--- src/rtl/ysyx_041461_trap_sequencer.sv ---
// Trap sequencer: turns a writeback-stage trap (or a pending timer interrupt)
// into a timed pipeline flush followed by an IF redirect handshake.
package ysyx_041461_trap_pkg;
    localparam logic [3:0] TRAP_NOP        = 4'h0;
    localparam logic [3:0] ID_ECALL        = 4'h1;
    localparam logic [3:0] ID_EBREAK       = 4'h2;
    localparam logic [3:0] ID_MRET         = 4'h3;
    localparam logic [3:0] ID_ILLEGAL_INST = 4'h4;
    localparam logic [3:0] TIMER_INTERRUPT = 4'h7;
endpackage

module ysyx_041461_trap_sequencer
    import ysyx_041461_trap_pkg::*;
#(
    parameter int FLUSH_CYCLES = 1,
    parameter int PC_W         = 64
) (
    input  logic                         clk,
    input  logic                         rst,
    ysyx_041461_trap_sequencer_if.master bus
);
    typedef enum logic [2:0] {
        ST_IDLE,
        ST_IRQ_REQ,
        ST_IRQ_INFLIGHT,
        ST_FLUSH,
        ST_REDIRECT
    } state_t;

    localparam logic [3:0] FLUSH_LAST = 4'(FLUSH_CYCLES - 1);

    state_t          state_q, state_d;
    logic [3:0]      cnt_q, cnt_d;
    logic [PC_W-1:0] target_q, target_d;
    logic [PC_W-1:0] trap_target;
    logic            commit_q, commit_d;
    logic            err_q;
    logic            irq_cond;
    logic            trap_ev;
    logic            busy;

    assign irq_cond = bus.mstatus_mie & bus.mie_mtie & bus.mip_mtip;
    assign trap_ev  = bus.wb_valid & (bus.wb_trap != TRAP_NOP);
    assign busy     = (state_q == ST_FLUSH) || (state_q == ST_REDIRECT);

    // Redirect target for the trap currently presented by WB.
    always_comb begin
        trap_target = {bus.mtvec[PC_W-1:2], 2'b00};
        if (bus.wb_trap == ID_MRET) begin
            trap_target = bus.mepc;
        end else if (bus.wb_trap == TIMER_INTERRUPT && bus.mtvec[1:0] == 2'b01) begin
            // Vectored mode: base + 4 * cause, cause 7 for the machine timer.
            trap_target = {bus.mtvec[PC_W-1:2], 2'b00} + PC_W'(28);
        end
    end

    // Next-state, flush counter, target latch and commit pulse.
    always_comb begin
        // NOTE: every signal gets a default before the case so no path leaves
        // it unassigned; otherwise synthesis infers a latch.
        state_d  = state_q;
        cnt_d    = cnt_q;
        target_d = target_q;
        commit_d = 1'b0;
        case (state_q)
            ST_IDLE: begin
                if (trap_ev) begin
                    state_d  = ST_FLUSH;
                    cnt_d    = '0;
                    target_d = trap_target;
                end else if (irq_cond) begin
                    state_d = ST_IRQ_REQ;
                end
            end
            ST_IRQ_REQ: begin
                if (trap_ev) begin
                    state_d  = ST_FLUSH;
                    cnt_d    = '0;
                    target_d = trap_target;
                end else if (bus.irq_ack) begin
                    state_d = ST_IRQ_INFLIGHT;
                end else if (!irq_cond) begin
                    state_d = ST_IDLE;
                end
            end
            ST_IRQ_INFLIGHT: begin
                // The tagged instruction traps even if irq_cond has since dropped.
                if (trap_ev) begin
                    state_d  = ST_FLUSH;
                    cnt_d    = '0;
                    target_d = trap_target;
                end
            end
            ST_FLUSH: begin
                if (cnt_q == FLUSH_LAST) begin
                    state_d = ST_REDIRECT;
                end else begin
                    cnt_d = cnt_q + 4'd1;
                end
            end
            ST_REDIRECT: begin
                if (bus.if_ready) begin
                    state_d  = ST_IDLE;
                    commit_d = 1'b1;
                end
            end
            default: state_d = ST_IDLE;
        endcase
    end

    // State and datapath registers; reset discards any in-flight trap.
    always_ff @(posedge clk or posedge rst) begin
        // NOTE: sequential state uses non-blocking assignments so every flop
        // samples pre-edge values regardless of statement order.
        if (rst) begin
            state_q  <= ST_IDLE;
            cnt_q    <= '0;
            target_q <= '0;
            commit_q <= 1'b0;
        end else begin
            state_q  <= state_d;
            cnt_q    <= cnt_d;
            target_q <= target_d;
            commit_q <= commit_d;
        end
    end

    // Sticky protocol error: WB must hold while the sequencer is busy.
    always_ff @(posedge clk or posedge rst) begin
        if (rst) begin
            err_q <= 1'b0;
        end else if (trap_ev && busy) begin
            err_q <= 1'b1;
        end
    end

    assign bus.flush          = (state_q == ST_FLUSH);
    assign bus.irq_req        = (state_q == ST_IRQ_REQ);
    assign bus.redirect_valid = (state_q == ST_REDIRECT);
    assign bus.redirect_pc    = target_q;
    assign bus.trap_busy      = busy;
    assign bus.trap_commit    = commit_q;
    assign bus.protocol_err   = err_q;
endmodule

--- src/rtl/ysyx_041461_trap_sequencer_if.sv ---
// Bundle of signals between the trap sequencer, the writeback stage (trap code
// and CSRs), ID (interrupt tagging) and IF (redirect handshake).
interface ysyx_041461_trap_sequencer_if #(
    parameter int PC_W = 64
);
    logic            wb_valid;
    logic [3:0]      wb_trap;
    logic            mstatus_mie;
    logic            mie_mtie;
    logic            mip_mtip;
    logic [PC_W-1:0] mtvec;
    logic [PC_W-1:0] mepc;
    logic            irq_ack;
    logic            if_ready;
    logic            flush;
    logic            irq_req;
    logic            redirect_valid;
    logic [PC_W-1:0] redirect_pc;
    logic            trap_busy;
    logic            trap_commit;
    logic            protocol_err;

    // Sequencer side.
    modport master (
        input  wb_valid, wb_trap, mstatus_mie, mie_mtie, mip_mtip,
        input  mtvec, mepc, irq_ack, if_ready,
        output flush, irq_req, redirect_valid, redirect_pc,
        output trap_busy, trap_commit, protocol_err
    );

    // Pipeline / CSR side.
    modport slave (
        output wb_valid, wb_trap, mstatus_mie, mie_mtie, mip_mtip,
        output mtvec, mepc, irq_ack, if_ready,
        input  flush, irq_req, redirect_valid, redirect_pc,
        input  trap_busy, trap_commit, protocol_err
    );
endinterface

--- src/flat_wrapper.sv ---
// flat-port wrapper written by rule: the top's interface ports become plain ports
module ysyx_041461_trap_sequencer_flat import ysyx_041461_trap_pkg::*;
#(
    parameter int FLUSH_CYCLES = 1,
    parameter int PC_W         = 64
)
  (clk, rst, bus_wb_valid, bus_wb_trap, bus_mstatus_mie, bus_mie_mtie, bus_mip_mtip, bus_mtvec, bus_mepc, bus_irq_ack, bus_if_ready, bus_flush, bus_irq_req, bus_redirect_valid, bus_redirect_pc, bus_trap_busy, bus_trap_commit, bus_protocol_err);
  ysyx_041461_trap_sequencer_if #(.PC_W(PC_W)) bus_i ();
  input  logic clk;
  input  logic rst;
  input wire logic [$bits(bus_i.wb_valid)-1:0] bus_wb_valid;
  input wire logic [$bits(bus_i.wb_trap)-1:0] bus_wb_trap;
  input wire logic [$bits(bus_i.mstatus_mie)-1:0] bus_mstatus_mie;
  input wire logic [$bits(bus_i.mie_mtie)-1:0] bus_mie_mtie;
  input wire logic [$bits(bus_i.mip_mtip)-1:0] bus_mip_mtip;
  input wire logic [$bits(bus_i.mtvec)-1:0] bus_mtvec;
  input wire logic [$bits(bus_i.mepc)-1:0] bus_mepc;
  input wire logic [$bits(bus_i.irq_ack)-1:0] bus_irq_ack;
  input wire logic [$bits(bus_i.if_ready)-1:0] bus_if_ready;
  output wire logic [$bits(bus_i.flush)-1:0] bus_flush;
  output wire logic [$bits(bus_i.irq_req)-1:0] bus_irq_req;
  output wire logic [$bits(bus_i.redirect_valid)-1:0] bus_redirect_valid;
  output wire logic [$bits(bus_i.redirect_pc)-1:0] bus_redirect_pc;
  output wire logic [$bits(bus_i.trap_busy)-1:0] bus_trap_busy;
  output wire logic [$bits(bus_i.trap_commit)-1:0] bus_trap_commit;
  output wire logic [$bits(bus_i.protocol_err)-1:0] bus_protocol_err;
  assign bus_i.wb_valid = bus_wb_valid;
  assign bus_i.wb_trap = bus_wb_trap;
  assign bus_i.mstatus_mie = bus_mstatus_mie;
  assign bus_i.mie_mtie = bus_mie_mtie;
  assign bus_i.mip_mtip = bus_mip_mtip;
  assign bus_i.mtvec = bus_mtvec;
  assign bus_i.mepc = bus_mepc;
  assign bus_i.irq_ack = bus_irq_ack;
  assign bus_i.if_ready = bus_if_ready;
  assign bus_flush = bus_i.flush;
  assign bus_irq_req = bus_i.irq_req;
  assign bus_redirect_valid = bus_i.redirect_valid;
  assign bus_redirect_pc = bus_i.redirect_pc;
  assign bus_trap_busy = bus_i.trap_busy;
  assign bus_trap_commit = bus_i.trap_commit;
  assign bus_protocol_err = bus_i.protocol_err;
  ysyx_041461_trap_sequencer #(.FLUSH_CYCLES(FLUSH_CYCLES), .PC_W(PC_W)) u_core (.clk(clk), .rst(rst), .bus(bus_i));
endmodule
--- config.mk ---
export PLATFORM = sky130hd
export DESIGN_NAME = ysyx_041461_trap_sequencer_flat
export DESIGN_NICKNAME = d
export VERILOG_FILES = /design/src/rtl/ysyx_041461_trap_sequencer.sv /design/src/rtl/ysyx_041461_trap_sequencer_if.sv /design/src/flat_wrapper.sv
export SDC_FILE = /design/constraint.sdc
export NUM_CORES = 1
export LEC_CHECK = 0
export CELL_PAD_IN_SITES_DETAIL_PLACEMENT = 0
export CELL_PAD_IN_SITES_GLOBAL_PLACEMENT = 1
export CORE_MARGIN = 3
export CORE_UTILIZATION = 32
export CTS_CLUSTER_DIAMETER = 100
export DETAILED_ROUTE_END_ITERATION = 12
export PLACE_DENSITY_LB_ADDON = 0.1
export SLEW_MARGIN = 20
export SYNTH_ARGS = -nofsm -noshare
export SYNTH_HDL_FRONTEND = slang
export SYNTH_SLANG_ARGS = --single-unit
--- constraint.sdc ---
create_clock -name clk -period 6.3 [get_ports clk]
set_input_delay 0.945 -clock clk [delete_from_list [all_inputs] [get_ports clk]]
set_output_delay 0.945 -clock clk [all_outputs]
set_load 0.02 [all_outputs]
==> results_tabular.tex <==
\begin{tabular}{lr}
\hline
Metric & Value \\
\hline
\multicolumn{2}{l}{\textbf{Clocking}} \\
\quad \# resized after CTS & 0 \\
\quad CTS tree & done \\
\quad Longest Clk Path Bufs & 2 \\
\quad Clk sinks & 73 \\
\quad Skew-Pair Late Insertion Delay & 340 ps \\
\quad CTS Buf Count & 9 \\
\quad Clock-pin slew of the registers on the worst-case setup and hold paths & 60 ps \\
\quad Hold bufs inserted after CTS & 0 \\
\quad Setup repair bufs after CTS & 0 \\
\quad H-Tree Level Count & 3 \\
\quad Buffer type at the clock tree root & clkbuf\_16 \\
\multicolumn{2}{l}{\textbf{Timing}} \\
\quad Final Hold Fails & 0 \\
\quad Achievable Freq & 272 MHz \\
\quad Finish-stage setup viols & 0 \\
\quad Worst-margin pin slew & 986 ps \\
\quad Final slew viol count & 0 \\
\quad Worst slew margin relative to its limit & 34.3\% \\
\quad Post-route fraction of the period consumed by the critical path & 58.4\% \\
\quad Crit path setup slack, layout & 2620 ps \\
\quad Fin Setup TNS & 0 ps \\
\quad Post-route minimum period & 3680 ps \\
\quad Final worst hold slack & 469 ps \\
\quad Maximum clock skew at final layout & 5.01 ps \\
\quad Unrepaired setup endpoints after global routing & no \\
\multicolumn{2}{l}{\textbf{Global routing}} \\
\quad Largest net degree at the start of global routing & 74 \\
\quad Number of global-route vias before repair & 5,095 \\
\quad Global-route wire length before repair & 27,500 um \\
\quad Total grt overflow & 0 \\
\quad Global Route Usage Sum & 21.4\% \\
\quad Initial antenna violation count & 1 \\
\multicolumn{2}{l}{\textbf{Setup path}} \\
\quad Maximum single-stage delay on the critical path & 720 ps \\
\quad Endpoint arrival time on the critical path & 3950 ps \\
\quad Largest fanout of any net on the critical path & 66 \\
\quad Startpoint type of the worst setup path & input port \\
\quad WP data required & 6570 ps \\
\quad Worst-path cell with the longest stage delay & nand2\_2 \\
\quad Cells traversed along the worst timing path & clkdlybuf4s50\_1 -> o41ai\_2 -> nor3\_2 -> buf\_4 -> nand2\_2 -> or4\_1 -> nand3\_1 \\
\quad CP Class & in -> reg \\
\quad Critical Path End Type & register \\
\multicolumn{2}{l}{\textbf{Placed design}} \\
\quad Final RePlAce weighted congestion & 0.811 \\
\quad Count of input and output buffers & 209 \\
\quad Setup Slack @ Placement & 2260 ps \\
\quad Placed cells & 926 \\
\quad Dpl hpwl & 12,800 um \\
\multicolumn{2}{l}{\textbf{Power}} \\
\quad Relative contribution of combinational cells to total power & 48.5\% \\
\quad Power spent charging and discharging nets & 1.05 mW \\
\quad Worst IR drop on VDD & 0.169 mV \\
\quad Reg power frac & 30.3\% \\
\quad Clk network pwr share & 21.1\% \\
\quad Pint & 1.67 mW \\
\quad Total power consumption of the routed design & 2.72 mW \\
\quad Power density over the cells & 376 nW/um2 \\
\quad Switching part of the total & 38.6\% \\
\quad Leak & 2.86 nW \\
\multicolumn{2}{l}{\textbf{Cells and area}} \\
\quad Area growth syn-to-layout & 53.9\% \\
\quad Share of layout cells above drive strength 1 & 5.51\% \\
\quad Net count, final & 900 \\
\quad Finished Layout Cells & 943 \\
\multicolumn{2}{l}{\textbf{Routing}} \\
\quad Via count normalized by instance count & 5.33 \\
\quad Detailed-router iteration count before antenna repair & 5 \\
\quad Sum of routed wire length over all layers & 17,400 um \\
\quad DRC viols & 0 \\
\quad Number of design-rule violations left by the first detailed-router iteration & 314 \\
\quad Routed wire per std cell & 18.4 um \\
\quad Routed via count & 5,026 \\
\quad DRT antenna net count & 0 \\
\multicolumn{2}{l}{\textbf{Logic synthesis}} \\
\quad Average size of a mapped cell & 8.30 um2 \\
\quad Area leader, netlist & dfrtp\_1 \\
\quad Total of warnings raised by yosys & 0 \\
\quad Proportion of register bits with asynchronous set or reset after synthesis & 100\% \\
\quad Area contributors post-synth & dfrtp\_1 (39\%), xor2\_1 (5.6\%), a21oi\_1 (5.3\%) \\
\quad Net count after synthesis & 711 \\
\quad Number of enable flip-flop cells after synthesis & 0 \\
\quad Share of the synthesized area in the top cell type & 38.7\% \\
\quad Number of distinct library cells after synthesis & 53 \\
\quad Summed instance area of the synthesized netlist & 4710 um2 \\
\quad Synth Register Bits & 73 \\
\quad Dominant register cell in the synthesized netlist & dfrtp\_1 \\
\quad Number of instances in the synthesized netlist & 568 \\
\quad Register area share after synthesis & 38.7\% \\
\multicolumn{2}{l}{\textbf{Hold path}} \\
\quad Kind of path behind the tightest hold check & reg -> reg \\
\multicolumn{2}{l}{\textbf{Die}} \\
\quad Placeable core region & 14,100 um2 \\
\quad Total die area & 16,200 um2 \\
\quad Floorplan die height & 127 um \\
\quad I/O pins & 210 \\
\quad Initial cell density of the core & 33.3\% \\
\quad Site Rows & 43 \\
\quad Die Width & 127 um \\
\multicolumn{2}{l}{\textbf{Run status}} \\
\quad Outcome & finished clean \\
\multicolumn{2}{l}{\textbf{Flow run}} \\
\quad Max capacitance violation total & 0 \\
\hline
\end{tabular}
-- placed cells by master, fill, tap and decap left out, types with 27 or more instances in the layout --
cell type,instances
clkdlybuf4s50_1,209
a21oi_1,50
nand3_1,37
nand2_1,56
o22ai_1,27
and3_1,27
o21ai_0,41
xor2_1,30
nor2_1,52
dfrtp_1,73
-- cell usage after synthesis, drive strengths merged, types with 3 or more instances --
library cell and count:
nor3b 5, clkbuf 28, ha 3, o21ai 41
buf 8, xor2 30, mux2i 4, or3 6
a21o 4, a31oi 4, nand4 22, and3 27
or4 3, dfrtp 73, nor2 52, xnor2 19
and4 8, nand3 38, and2 4, a21oi 50
inv 9, nand2 57, nor3 19, o22ai 27
nor4 5
-- per-layer routing --
metal | global-route usage, % | wire length, um | up-vias | share of wire, %
li1 | - | - | 2427 | -
met3 | 3.80 | 1040 | 16 | 6.0
met1 | 30.0 | 8070 | 2410 | 46
met5 | 0 | 0 | - | 0
met2 | 33.6 | 8050 | 173 | 46
met4 | 6.56 | 238 | 0 | 1.4
-- cell families after synthesis --
| family | count (synthesis) | synth area share (%) |
|---|---|---|
| muxes | 5 | 1.09 |
| and+or+nand+nor | 255 | 29.4 |
| AOI/OAI and AO/OA | 138 | 16.7 |
| buffers and inverters | 45 | 4.14 |
| xor gates and xnor gates | 49 | 9.10 |
| adders and majority gates | 3 | 0.796 |
| DFF | 73 | 38.7 |
-- area by class of cell --
class / count / area (um2)
fill: 1384 / 6890
clock inverter: 5 / 77.6
antenna: 1 / 2.50
multi-input combinational: 450 / 2710
tap: 180 / 225
clock buffer: 11 / 253
inverter: 9 / 35.0
timing repair buffer: 214 / 2130
sequential: 73 / 1830
-- path summary, 6_finish.rpt --
| path | from | cells after the start | slack, ps | endpoint |
|---|---|---|---|---|
| max reg2reg | u_core.state_q[1]$_DFFE_PP0P_ | 6 | 3380 | u_core.bus.redirect_pc[44]$_DFFE_PP0P_ |
| min reg2reg | u_core.bus.redirect_pc[0]$_DFFE_PP0P_ | 2 | 470 | u_core.bus.redirect_pc[0]$_DFFE_PP0P_ |
| min | u_core.bus.redirect_pc[0]$_DFFE_PP0P_ | 2 | 470 | u_core.bus.redirect_pc[0]$_DFFE_PP0P_ |
| min in group asynchronous | rst | 3 | 1230 | u_core.bus.redirect_pc[62]$_DFFE_PP0P_ |
| max | bus_wb_trap[2] | 7 | 2620 | u_core.bus.redirect_pc[44]$_DFFE_PP0P_ |
| max in group asynchronous | rst | 3 | 4430 | u_core.bus.redirect_pc[19]$_DFFE_PP0P_ |
-- registers in the layout (all words and copies together), names as in the netlist --
| name | flops |
|---|---|
| u_core.cnt_q | 4 |
| u_core.bus.redirect_pc | 64 |
| u_core.bus.trap_commit | 1 |
| u_core.state_q | 3 |
| u_core.bus.protocol_err | 1 |
-- power groups by stage --
stage	registers [mW]	clock network, mW	logic (mW)
CTS	0.827	0.584	1.34
finish	0.826	0.576	1.32
detailed placement	0.830	0	1.33
floorplan	1.06	0	0.424
global route	0.856	0.603	1.43
global placement	0.829	0	1.32
-- critical path: cells and delay by family --
kind / cells / cell delay (ps)
simple gates: 4 / 1670
buf+inv: 2 / 1140
compound gates: 1 / 170
-- through the flow --
step	util, %	instance area, um2
after floorplan	-	4710
after global placement	48.9	6920
after detailed placement	48.9	6920
after CTS	51.3	7250
after global routing	51.3	7260
final	51.3	7260
(Power assumes the default switching activity.)
==> edit, RTL diff (same settings) <==
Put a register stage on the output `bus.irq_req`. The value now appears one clock later.
--- a/src/rtl/ysyx_041461_trap_sequencer.sv
+++ b/src/rtl/ysyx_041461_trap_sequencer.sv
@@ -136,5 +136,7 @@
 
     assign bus.flush          = (state_q == ST_FLUSH);
-    assign bus.irq_req        = (state_q == ST_IRQ_REQ);
+    always_ff @(posedge clk) begin
+        bus.irq_req <= (state_q == ST_IRQ_REQ);
+    end
     assign bus.redirect_valid = (state_q == ST_REDIRECT);
     assign bus.redirect_pc    = target_q;
Behaviour: not the same (a bounded check fails within 4 cycles, from zero or initial values and one cycle with rst high).
==> edit against the original RTL <==
  * Worst setup slack improved by 0.10 ns
  * Clock power fell by 11%
  * Die area fell by 1.8%
  * Synthesized area fell by 1.9%
  * Design area fell by 0.67%
  * Via count fell by 1.6%
  * Wire length fell by 3.4%
  * Sequential cell count rose by 1
  * Cell count rose by 0.53%
  * Power fell by 3.0%
  * Highest routed layer unchanged
==> edit: results (changes against the original RTL) <==
## Cells and area
* **Seq/total area** 25.6%, +0.45 points
* **inverters** 16, +7
* **total of plain and repair buffers excluding clock buffers** 215, +0.47%
* **number of clock buffer instances in the layout** 14, +3

## Logic synthesis
* **share of synthesized cell area in full adder, half adder and majority cells** 0.812%, +0.016 points
* **multiplexer share of the synthesized area** 0.216%, -0.87 points
* **xor/xnor share of the synthesized area** 11.6%, +2.5 points
* **total nets after synthesis** 708, -0.42%
* **leading cell types by count after synthesis** dfrtp_1, nor2_1, nand2_1, a21oi_1, xnor2_1
* **largest cells by area after synthesis** dfrtp_1, xnor2_1, nor2_1
* **share of the yosys chip area belonging to registers** 39.9%, +1.2 points
* **area fraction in compound gates after synthesis** 16.8%, +0.055 points
* **library cells used by synthesis** 43, -19%

## Worst hold path
* **HP Start** u_core.bus.redirect_pc[1]

## Worst setup path
* **slack of the worst reg-to-reg path** 3.73 ns, +0.35 ns
* **worst setup path startpoint** bus_mtvec[2]
* **worst reg2reg path depth** 7, +1
* **Worst Setup EP** u_core.bus.redirect_pc[50]
* **crit-path max FO** 11, -83%
* **slowest library cell on the worst path** a2111oi_4

## Power and ir drop
* **static leakage** 0.00279 µW, -2.6%
* **largest vdd supply drop** 0.000171 V, +1.1%

## Placed design
* **final estimated routing congestion in global placement** 0.884, +9.0%
* **half-perimeter wire length of the detailed placement result** 12200 µm, -4.6%

## Routing
* **via count** 4947, -1.6%
* **detailed-route wire length** 16800 µm, -3.4%
* **DR WL met2** 7860 µm, -2.4%
* **total routed wire length on the met1 layer** 7550 µm, -6.3%

## Run status
* **run status** finished clean

## STA
* **Max-slew headroom** 42.0%, +7.7 points
* **clk_skew** 0.00523 ns, +0.000221 ns

## Global route
* **via count of the first global-routing pass** 4995, -2.0%
* **met2 track demand over resource in global routing** 33.4%, -0.14 points

## CTS
* **count of clock tree sinks** 74, +1.4%

[edit: how the worst min path moves through the flow]
stage | to | cells after the start
finish | u_core.bus.redirect_pc[1] | 2
floorplan | u_core.bus.irq_req | 1
global route | u_core.bus.redirect_pc[1] | 2
CTS | u_core.bus.redirect_pc[1] | 2
detailed placement | u_core.bus.redirect_pc[1] | 2
global placement | u_core.bus.redirect_pc[0] | 2
[edit: through the flow]
stage / util (%) / std cells / total power [µW] / instance area (µm²) / setup slack [ns]
CTS: 51.3 / 947 / 2670 / 7180 / 2.72
floorplan: - / 565 / 1470 / 4620 / 3.50
global placement: 49.2 / 931 / 2140 / 6890 / 2.41
global route: 51.5 / 948 / 2810 / 7210 / 2.47
detailed placement: 49.2 / 931 / 2150 / 6890 / 2.37
finish: 51.5 / 948 / 2640 / 7210 / 2.73
[edit: where the power goes]
| part | total (µW) | internal (µW) | switching (µW) |
|---|---|---|---|
| clock | 513 | 309 | 204 |
| sequential | 814 | 688 | 126 |
| combinational | 1320 | 606 | 710 |
